## config.mk

```make
export PLATFORM = sky130hd
export DESIGN_NAME = arb_mux_reg
export DESIGN_NICKNAME = d
export VERILOG_FILES = /design/src/rtl/cpu_pkg.sv /design/src/rtl/arb_rr_grant.sv /design/src/rtl/arb_mux_reg.sv
export SDC_FILE = /design/constraint.sdc
export NUM_CORES = 1
export LEC_CHECK = 0
export ABC_AREA = 1
export BUFFER_PORTS_ARGS = -buffer_cell sky130_fd_sc_hd__buf_4
export CORE_UTILIZATION = 40
export CTS_BUF_LIST = sky130_fd_sc_hd__clkbuf_16
export DETAILED_ROUTE_END_ITERATION = 16
export PLACE_DENSITY = 0.83
export RECOVER_POWER = 50
export SETUP_SLACK_MARGIN = 0.15
export SLEW_MARGIN = 25
export SYNTH_ARGS = -nofsm -noshare
export SYNTH_HDL_FRONTEND = slang
export SYNTH_SLANG_ARGS = --single-unit
```

## constraint.sdc

```tcl
create_clock -name clk -period 1.6 [get_ports clk]
set_input_delay 0.24 -clock clk [delete_from_list [all_inputs] [get_ports clk]]
set_output_delay 0.24 -clock clk [all_outputs]
set_load 0.02 [all_outputs]
```

## src/rtl/cpu_pkg.sv

```systemverilog
// Shared arbitration constants and the select/channel-ID width helper.
package cpu_pkg;

   localparam logic [1:0] ARB_SEL  = 2'd0;
   localparam logic [1:0] ARB_PRIO = 2'd1;
   localparam logic [1:0] ARB_RR   = 2'd2;

   function automatic int idx_width(input int n);
      return (n <= 2) ? 1 : $clog2(n);
   endfunction

endpackage

```

## src/rtl/arb_rr_grant.sv

```systemverilog
// Combinational grant: external select, fixed priority or round-robin from ptr.
module arb_rr_grant
   import cpu_pkg::*;
#(
   parameter int NCH  = 4,
   parameter int SELW = idx_width(NCH)
) (
   input  logic [NCH-1:0]  req_i,
   input  logic [SELW-1:0] ptr_i,
   input  logic [1:0]      mode_i,
   output logic [NCH-1:0]  grant_o,
   output logic [SELW-1:0] idx_o,
   output logic            vld_o
);

   logic [SELW-1:0] start;
   logic [SELW-1:0] cand;
   int              pos;

   // Fixed priority is round-robin with the search anchored at channel 0.
   assign start = (mode_i == ARB_RR) ? ptr_i : '0;

   always_comb begin
      vld_o = 1'b0;
      idx_o = '0;
      cand  = '0;
      pos   = 0;
      if (mode_i == ARB_SEL) begin
         if ((int'(ptr_i) < NCH) && req_i[ptr_i]) begin
            vld_o = 1'b1;
            idx_o = ptr_i;
         end
      end else begin
         for (int k = 0; k < NCH; k++) begin
            pos = int'(start) + k;
            if (pos >= NCH) pos = pos - NCH;
            cand = SELW'(pos);
            if (!vld_o && req_i[cand]) begin
               vld_o = 1'b1;
               idx_o = cand;
            end
         end
      end
   end

   assign grant_o = vld_o ? (NCH'(1) << idx_o) : '0;

endmodule

```

## src/rtl/arb_mux_reg.sv

```systemverilog
// N-channel valid/ready selector with a registered output stage (1-cycle latency,
// full throughput). Selection by external sel, fixed priority or round-robin.
module arb_mux_reg
   import cpu_pkg::*;
#(
   parameter int WIDTH = 32,
   parameter int NCH   = 4,
   parameter int SELW  = idx_width(NCH),
   parameter int MODE  = 0
) (
   input  logic                 clk,
   input  logic                 rst_n,
   input  logic [NCH*WIDTH-1:0] in_data,
   input  logic [NCH-1:0]       in_valid,
   output logic [NCH-1:0]       in_ready,
   input  logic [SELW-1:0]      sel,
   output logic [WIDTH-1:0]     out_data,
   output logic                 out_valid,
   input  logic                 out_ready,
   output logic [SELW-1:0]      out_ch
);

   localparam logic [1:0] MODE_W = 2'(MODE);

   if (MODE < 0 || MODE > 2) begin : g_bad_mode
      $error("arb_mux_reg: MODE must be 0..2");
   end
   if (NCH < 2 || NCH > 16) begin : g_bad_nch
      $error("arb_mux_reg: NCH must be 2..16");
   end

   logic [NCH-1:0]   grant;
   logic [SELW-1:0]  gnt_idx;
   logic             gnt_vld;
   logic [SELW-1:0]  ptr_in;
   logic             load;
   logic             xfer;
   logic [WIDTH-1:0] gnt_data;

   logic [WIDTH-1:0] out_data_q,  out_data_d;
   logic [SELW-1:0]  out_ch_q,    out_ch_d;
   logic             out_valid_q, out_valid_d;
   logic [SELW-1:0]  rr_ptr_q,    rr_ptr_d;

   assign ptr_in = (MODE_W == ARB_SEL) ? sel : rr_ptr_q;

   arb_rr_grant #(
      .NCH  (NCH),
      .SELW (SELW)
   ) u_grant (
      .req_i   (in_valid),
      .ptr_i   (ptr_in),
      .mode_i  (MODE_W),
      .grant_o (grant),
      .idx_o   (gnt_idx),
      .vld_o   (gnt_vld)
   );

   // Register takes a word when empty or draining this cycle.
   assign load     = !out_valid_q || out_ready;
   assign in_ready = grant & {NCH{load}};
   assign xfer     = gnt_vld && load;

   always_comb begin
      gnt_data = '0;
      for (int i = 0; i < NCH; i++) begin
         if (grant[i]) gnt_data = in_data[i*WIDTH +: WIDTH];
      end
   end

   always_comb begin
      out_data_d  = out_data_q;
      out_ch_d    = out_ch_q;
      out_valid_d = out_valid_q;
      rr_ptr_d    = rr_ptr_q;
      if (load) begin
         out_valid_d = xfer;
         if (xfer) begin
            out_data_d = gnt_data;
            out_ch_d   = gnt_idx;
         end
      end
      if (xfer && (MODE_W == ARB_RR)) begin
         rr_ptr_d = (gnt_idx == SELW'(NCH-1)) ? '0 : SELW'(gnt_idx + 1'b1);
      end
   end

   always_ff @(posedge clk or negedge rst_n) begin
      if (!rst_n) begin
         out_data_q  <= '0;
         out_ch_q    <= '0;
         out_valid_q <= 1'b0;
         rr_ptr_q    <= '0;
      end else begin
         out_data_q  <= out_data_d;
         out_ch_q    <= out_ch_d;
         out_valid_q <= out_valid_d;
         rr_ptr_q    <= rr_ptr_d;
      end
   end

   assign out_data  = out_data_q;
   assign out_ch    = out_ch_q;
   assign out_valid = out_valid_q;

endmodule

```

==> results.md, run 1 <==
- Worst-path clk slew: 0.05 ns
- Critical path cell sequence: inv_1 > nor2_2 > nor3_1 > buf_4
- VDD IR max: 0.000376 V
- Via density: 5.20
- Synth top area share: 31.6%
- Number of buffers created by CTS: 5
- Warnings, synthesis: 0
- Fillers: 611
- Port bufs: 175
- Worst setup EP type: primary output
- Share of layout cells above drive strength 1: 29.8%
- Clk sinks: 35
- DR vias: 3612
- CP Depth: 4
- FF+latch count, synth: 35
- Die W: 85.2 um
- DIE AREA: 7270 um^2
- Crit Path Category: flop to primary output
- Synthesized cell area: 2770 um^2
- Synth Area in XOR/XNOR: 0%
- Number of library cell types mapped by synthesis: 17
- Busiest grt layer: met2
- Largest net degree at the start of global routing: 49
- DRC violations left: 0
- Leakage: 2.41 nW
- Compound-Gate Fraction of Synth Area: 0.361%
- Final hold vios: 0
- Worst Tran Pin Value: 0.907 ns
- DP HPWL: 7.10 mm
- Post-synthesis average cell area: 6.05 um^2
- Status: finished clean
- CTS root buffer: clkbuf_16
- GP Congestion: 0.890
- Mux cell area share after synthesis: 0%
- Total negative slack: 0 ns
- Final wirelength: 9.59 mm
- First-pass GRT wire length: 15.7 mm
- Max Fclk: 741 MHz
- Fin nets: 753
- Synth Area in Adders: 0%
- Startpoint Class: flop
- Post-Syn Nets: 595
- Total gr overflow: 0
- Max Cap Violations: 0
- Met2 Use GR: 49.0%
- Period utilization: 84.3%
- FFs w/ async S/R, synth: 100%
- H-Tree Depth: 2
- Flop2flop setup slack: 0.35 ns
- Final count of pins violating max slew: 0
- Worst path max stage delay: 0.37 ns
- Post-Place Cells: 685
- Hold Path Stages: 4
- I/O pins: 176
- Endpoints failing setup: 0
- Sequential share of the synthesized area: 31.6%
- CTS tree: done
- Most frequent cell after synthesis: nand2_1
- Simple-Gate Fraction of Synth Area: 54.1%
- Initial Util: 42.4%
- Main area contributors after synthesis: dfrtp_1 (32%), nand2_1 (23%), nand4_1 (14%)
- Hold/Removal Path Class: input port to flop
- Synthesis-to-layout area growth: 50.2%
- Slew margin rel.: 39.5%
- R2R cell count: 8
- RSZ-0062 raised after global routing: no
- Setup Skew: 0.00221 ns
- Worst Path Arrival: 1.11 ns
- Die H: 85.2 um
- # rows: 29
- Antenna Nets Post-Route: 0
- Clock Latency Late Sink: 0.27 ns
- Delay-heaviest family, CP: flip-flops
- Main synth FF type: dfrtp_1
- Commonest cells in the netlist: nand2_1 (171), nor2_1 (67), nand4_1 (64)
- All-Layer GR Usage: 27.0%
- Initial antenna violation count: 0
- Core region area: 6530 um^2
- Ant. Diodes: 0
- Critical Path RT: 1.36 ns
- Syn Inst Count: 458
- Maximum clock insertion buffer count: 2
- Vias in the first global route: 3487
- Global-route met1 utilization: 32.0%
- GR Layer Usage met3: 4.86%
- WP buf/inv: 2
- Post-CTS setup buffers: 0
- First-pass iteration count of the detailed router: 4
- Area leader, netlist: dfrtp_1
- Min Tclk post-route: 1.35 ns
- Slowest cell on crit path: dfrtp_1
- Post-synth EDFFs: 0
- Initial detailed-routing violation count: 197
- Wire length per cell: 13.8 um
- Largest family of logic cells by synthesized area: simple AND/OR/NAND/NOR gates
- CP max FO: 5
- Non-filler cells, final: 694
- Cell Pwr Density: 798 nW/um^2
[timing repair]
item / CTS / global route
hold endpoints to repair: 35 / 0
resized for setup: 0 / 1
hold buffers: 1 / 0
setup endpoints to repair: 0 / 19
[layer usage]
layer / vias up / share of wire [%]
met4: 0 / 2.3
li1: 1783 / -
met5: - / 0
met1: 1637 / 40
met3: 20 / 7.8
met2: 172 / 50
[kinds of logic after synthesis]
logic type             Yosys count
and+or+nand+nor                341
DFF                             35
buffers and inverters           80
AOI/OAI and AO/OA                2
[area by class of cell]
cell class	count	area [um^2]	share of cell area, %
clock inverter	3	11.3	0.271
sequential	35	876	21.0
inverter	41	156	3.76
timing repair buffer	190	1380	33.2
multi-input combinational	343	1520	36.5
clock buffer	5	125	3.01
tap	77	96.3	2.31
[registers in the layout (all words and copies together), names as in the netlist]
signal	flops
out_data	32
out_ch	2
out_valid	1
[cell usage in the layout (no fill, tap or decap)]
| master | n |
|---|---|
| nand2_1 | 171 |
| nand4_1 | 64 |
| nor2_1 | 66 |
| clkinv_1 | 2 |
| inv_4 | 1 |
| clkbuf_16 | 5 |
| o21ai_0 | 2 |
| buf_4 | 167 |
| clkbuf_1 | 19 |
| nand3_2 | 3 |
| buf_12 | 2 |
| dlygate4sd3_1 | 1 |
| nand2_2 | 1 |
| nor3_1 | 2 |
| inv_1 | 38 |
| dfrtp_1 | 35 |
| nand3_1 | 33 |
| inv_2 | 3 |
| clkbuf_2 | 1 |
| nor2_2 | 1 |
[final timing paths]
check,end,start
setup / recovery,in_ready[0],out_valid
hold / removal,out_valid,out_ready
setup reg to reg,out_data[21],out_valid
hold reg to reg,out_data[6],out_data[6]
max in group asynchronous,out_data[17],rst_n
min in group asynchronous,out_data[11],rst_n
[worst register-to-register path, stage by stage (launching register included)]
cell     delay (ns)
dfrtp_1        0.34
inv_1          0.05
nor2_2         0.17
inv_2          0.06
nand2_2        0.10
buf_4          0.24
nor2_1         0.07
nand2_1        0.06
nand2_1        0.05
[power by group]
group	switching [mW]	internal, mW
sequential	0.0983	1.05
clock	0.337	0.560
combinational	0.736	0.539
[through the flow]
stage | total power [mW] | util, % | instance area [um^2] | hold WS [ns] | setup WS, ns
2_1_floorplan | 1.84 | - | 2770 | -0.0556 | 0.276
3_3_place_gp | 2.48 | 62.6 | 4090 | 0.221 | 0.261
3_5_place_dp | 2.51 | 62.6 | 4090 | 0.225 | 0.238
4_1_cts | 3.42 | 64.8 | 4230 | 0.269 | 0.194
5_1_grt | 3.53 | 63.7 | 4160 | 0.264 | 0.164
6_report | 3.32 | 63.7 | 4160 | 0.243 | 0.251
Note: power is estimated with default switching activity, not from simulation.
==> inputs of run 2 (changes only) <==
--- a/config.mk
+++ b/config.mk
@@ -7,10 +7,10 @@
 export LEC_CHECK = 0
 export ABC_AREA = 1
 export BUFFER_PORTS_ARGS = -buffer_cell sky130_fd_sc_hd__buf_4
-export CORE_UTILIZATION = 40
+export CORE_UTILIZATION = 39
 export CTS_BUF_LIST = sky130_fd_sc_hd__clkbuf_16
 export DETAILED_ROUTE_END_ITERATION = 16
-export PLACE_DENSITY = 0.83
+export PLACE_DENSITY = 0.84
 export RECOVER_POWER = 50
 export SETUP_SLACK_MARGIN = 0.15
 export SLEW_MARGIN = 25
==> constraint.sdc (replaced) <==
create_clock -name clk -period 1.2 [get_ports clk]
set_input_delay 0.18 -clock clk [delete_from_list [all_inputs] [get_ports clk]]
set_output_delay 0.18 -clock clk [all_outputs]
set_load 0.02 [all_outputs]
==> run 2 against run 1 <==
  * The flow now finishes with violations (setup timing)
  * Final cell count grew 5.0%
  * Wire length grew 9.1%
  * Sequential cell count is the same
  * Sequential power grew 37%
  * Register-to-register slack lost 0.43 ns
  * Design area grew 15%
  * Power grew 51%
  * Worst setup slack lost 0.37 ns
  * Global-route usage grew 0.43 points
==> results.md, run 2 (synthesized netlist as in run 1, its figures left out) <==
- Status: complete, but fails checks
- Violated checks: setup timing
- Port bufs: 175
- Min-delay src: in_data[55]
- Worst-path clk slew: 0.05 ns
- DR vias: 3793
- Initial antenna violation count: 0
- Max Cap Violations: 0
- RSZ-0062 raised after global routing: yes
- Antenna Nets Post-Route: 0
- Worst Tran Pin Value: 0.502 ns
- Hold path endpoint: out_data[23]
- Wl on met1: 3.87 mm
- Hold Path Stages: 5
- Routed wl met3: 880 um
- Highest metal used: met4
- GP Congestion: 0.822
- R2R cell count: 8
- VDD IR max: 0.000764 V
- # rows: 30
- Flop2flop setup slack: -0.08 ns
- Final hold vios: 0
- Final core utilization: 70.0%
- Leakage: 2.70 nW
- Wire length per cell: 14.3 um
- Initial detailed-routing violation count: 289
- Max reg flops: 32
- Min Tclk post-route: 1.32 ns
- CTS tree: done
- Reg2reg end: out_data[11]
- Worst setup EP type: primary output
- First-pass GRT wire length: 16.1 mm
- CTS root buffer: clkbuf_16
- Largest net degree at the start of global routing: 36
- Most frequent cells in the layout: buf_4 (184), nand2_1 (142), nor2_1 (64), nand4_1 (64), inv_1 (38)
- Initial Util: 40.6%
- Die H: 86.3 um
- Total Power: 5.03 mW
- Worst Path Arrival: 1.14 ns
- Commonest non-fill, non-tap cell in the layout: buf_4
- Fillers: 598
- Final count of pins violating max slew: 0
- Met2 Routed Length: 5.48 mm
- Crit Path Category: flop to primary output
- DIE AREA: 7450 um^2
- Period utilization: 110%
- Die W: 86.3 um
- Reg2Reg Launch Point: out_valid
- DP HPWL: 7.15 mm
- I/O pins: 176
- Synthesis-to-layout area growth: 72.5%
- DRC violations left: 0
- Cell Pwr Density: 1050 nW/um^2
- Maximum clock insertion buffer count: 2
- CP max FO: 5
- Endpoints failing setup: 38
- Ant. Diodes: 0
- Share of layout cells above drive strength 1: 40.4%
- Setup Skew: 0.00382 ns
- Core region area: 6830 um^2
- Clock Latency Late Sink: 0.27 ns
- First-pass iteration count of the detailed router: 5
- H-Tree Depth: 2
- Register Area: 877 um^2
- Total gr overflow: 0
- Number of buffers created by CTS: 5
- Slew margin rel.: 66.5%
- Final wirelength: 10.5 mm
- Via density: 5.20
- All-Layer GR Usage: 27.5%
- Max Fclk: 756 MHz
- Multi-input gate area: 1650 um^2
- Fin nets: 769
- Critical Path RT: 1.02 ns
- Clk sinks: 35
- Startpoint Class: flop
- Vias in the first global route: 3574
- Min setup slack post-route: -0.123 ns
- Hold/Removal Path Class: input port to flop
run 2: per-layer routing:
metal,global-route usage [%],vias up
met5,0,-
met4,9.70,0
met3,5.14,22
met2,50.5,203
met1,31.7,1743
li1,-,1825
run 2: area by class of cell:
class | instances | area share [%]
clock inverters | 3 | 0.262
clock buffers | 5 | 2.62
flip-flops and latches | 35 | 18.4
well taps | 96 | 2.51
inverters | 41 | 3.32
multi-input cells | 343 | 34.6
repair buffers | 206 | 38.4
run 2: metrics by stage:
step / hold WS [ns] / worst slack [ns] / cell area (um^2) / std cells / setup TNS, ns
global route: 0.245 / -0.152 / 4780 / 729 / -4.45
global placement: 0.155 / 0.0120 / 4240 / 708 / 0
CTS: 0.214 / -0.0811 / 4620 / 725 / -1.77
detailed placement: 0.172 / -0.0435 / 4240 / 708 / -0.814
floorplan: -0.116 / 0.0333 / 2810 / 458 / 0
finish: 0.222 / -0.123 / 4780 / 729 / -2.14
run 2: how the worst max path moves through the flow:
| stage | to | cells past startpoint | startpoint |
|---|---|---|---|
| 2_1_floorplan | out_valid | 7 | out_valid |
| 3_3_place_gp | out_data[8] | 10 | sel[0] |
| 3_5_place_dp | out_data[6] | 10 | sel[0] |
| 4_1_cts | in_ready[0] | 4 | out_valid |
| 5_1_grt | in_ready[0] | 4 | out_valid |
| 6_report | in_ready[0] | 4 | out_valid |
run 2: where the power goes:
part	switching, mW	total, mW	internal (mW)
sequential	0.171	1.57	1.40
clock	0.465	1.21	0.750
combinational	1.13	2.24	1.11
total	1.76	5.03	3.27
run 2: timing repair:
item,CTS,global route
cloned,5,3
resized for setup,17,30
hold buffers,1,0
setup buffers,3,1
endpoints found under the setup margin,39,39
hold endpoints to repair,35,0
pin swaps,12,23
run 2: worst max-delay path, cell delays in order (launching register included):
cell	delay [ns]
dfrtp_2	0.41
inv_2	0.07
nor2_4	0.06
nor3_2	0.16
buf_4	0.18
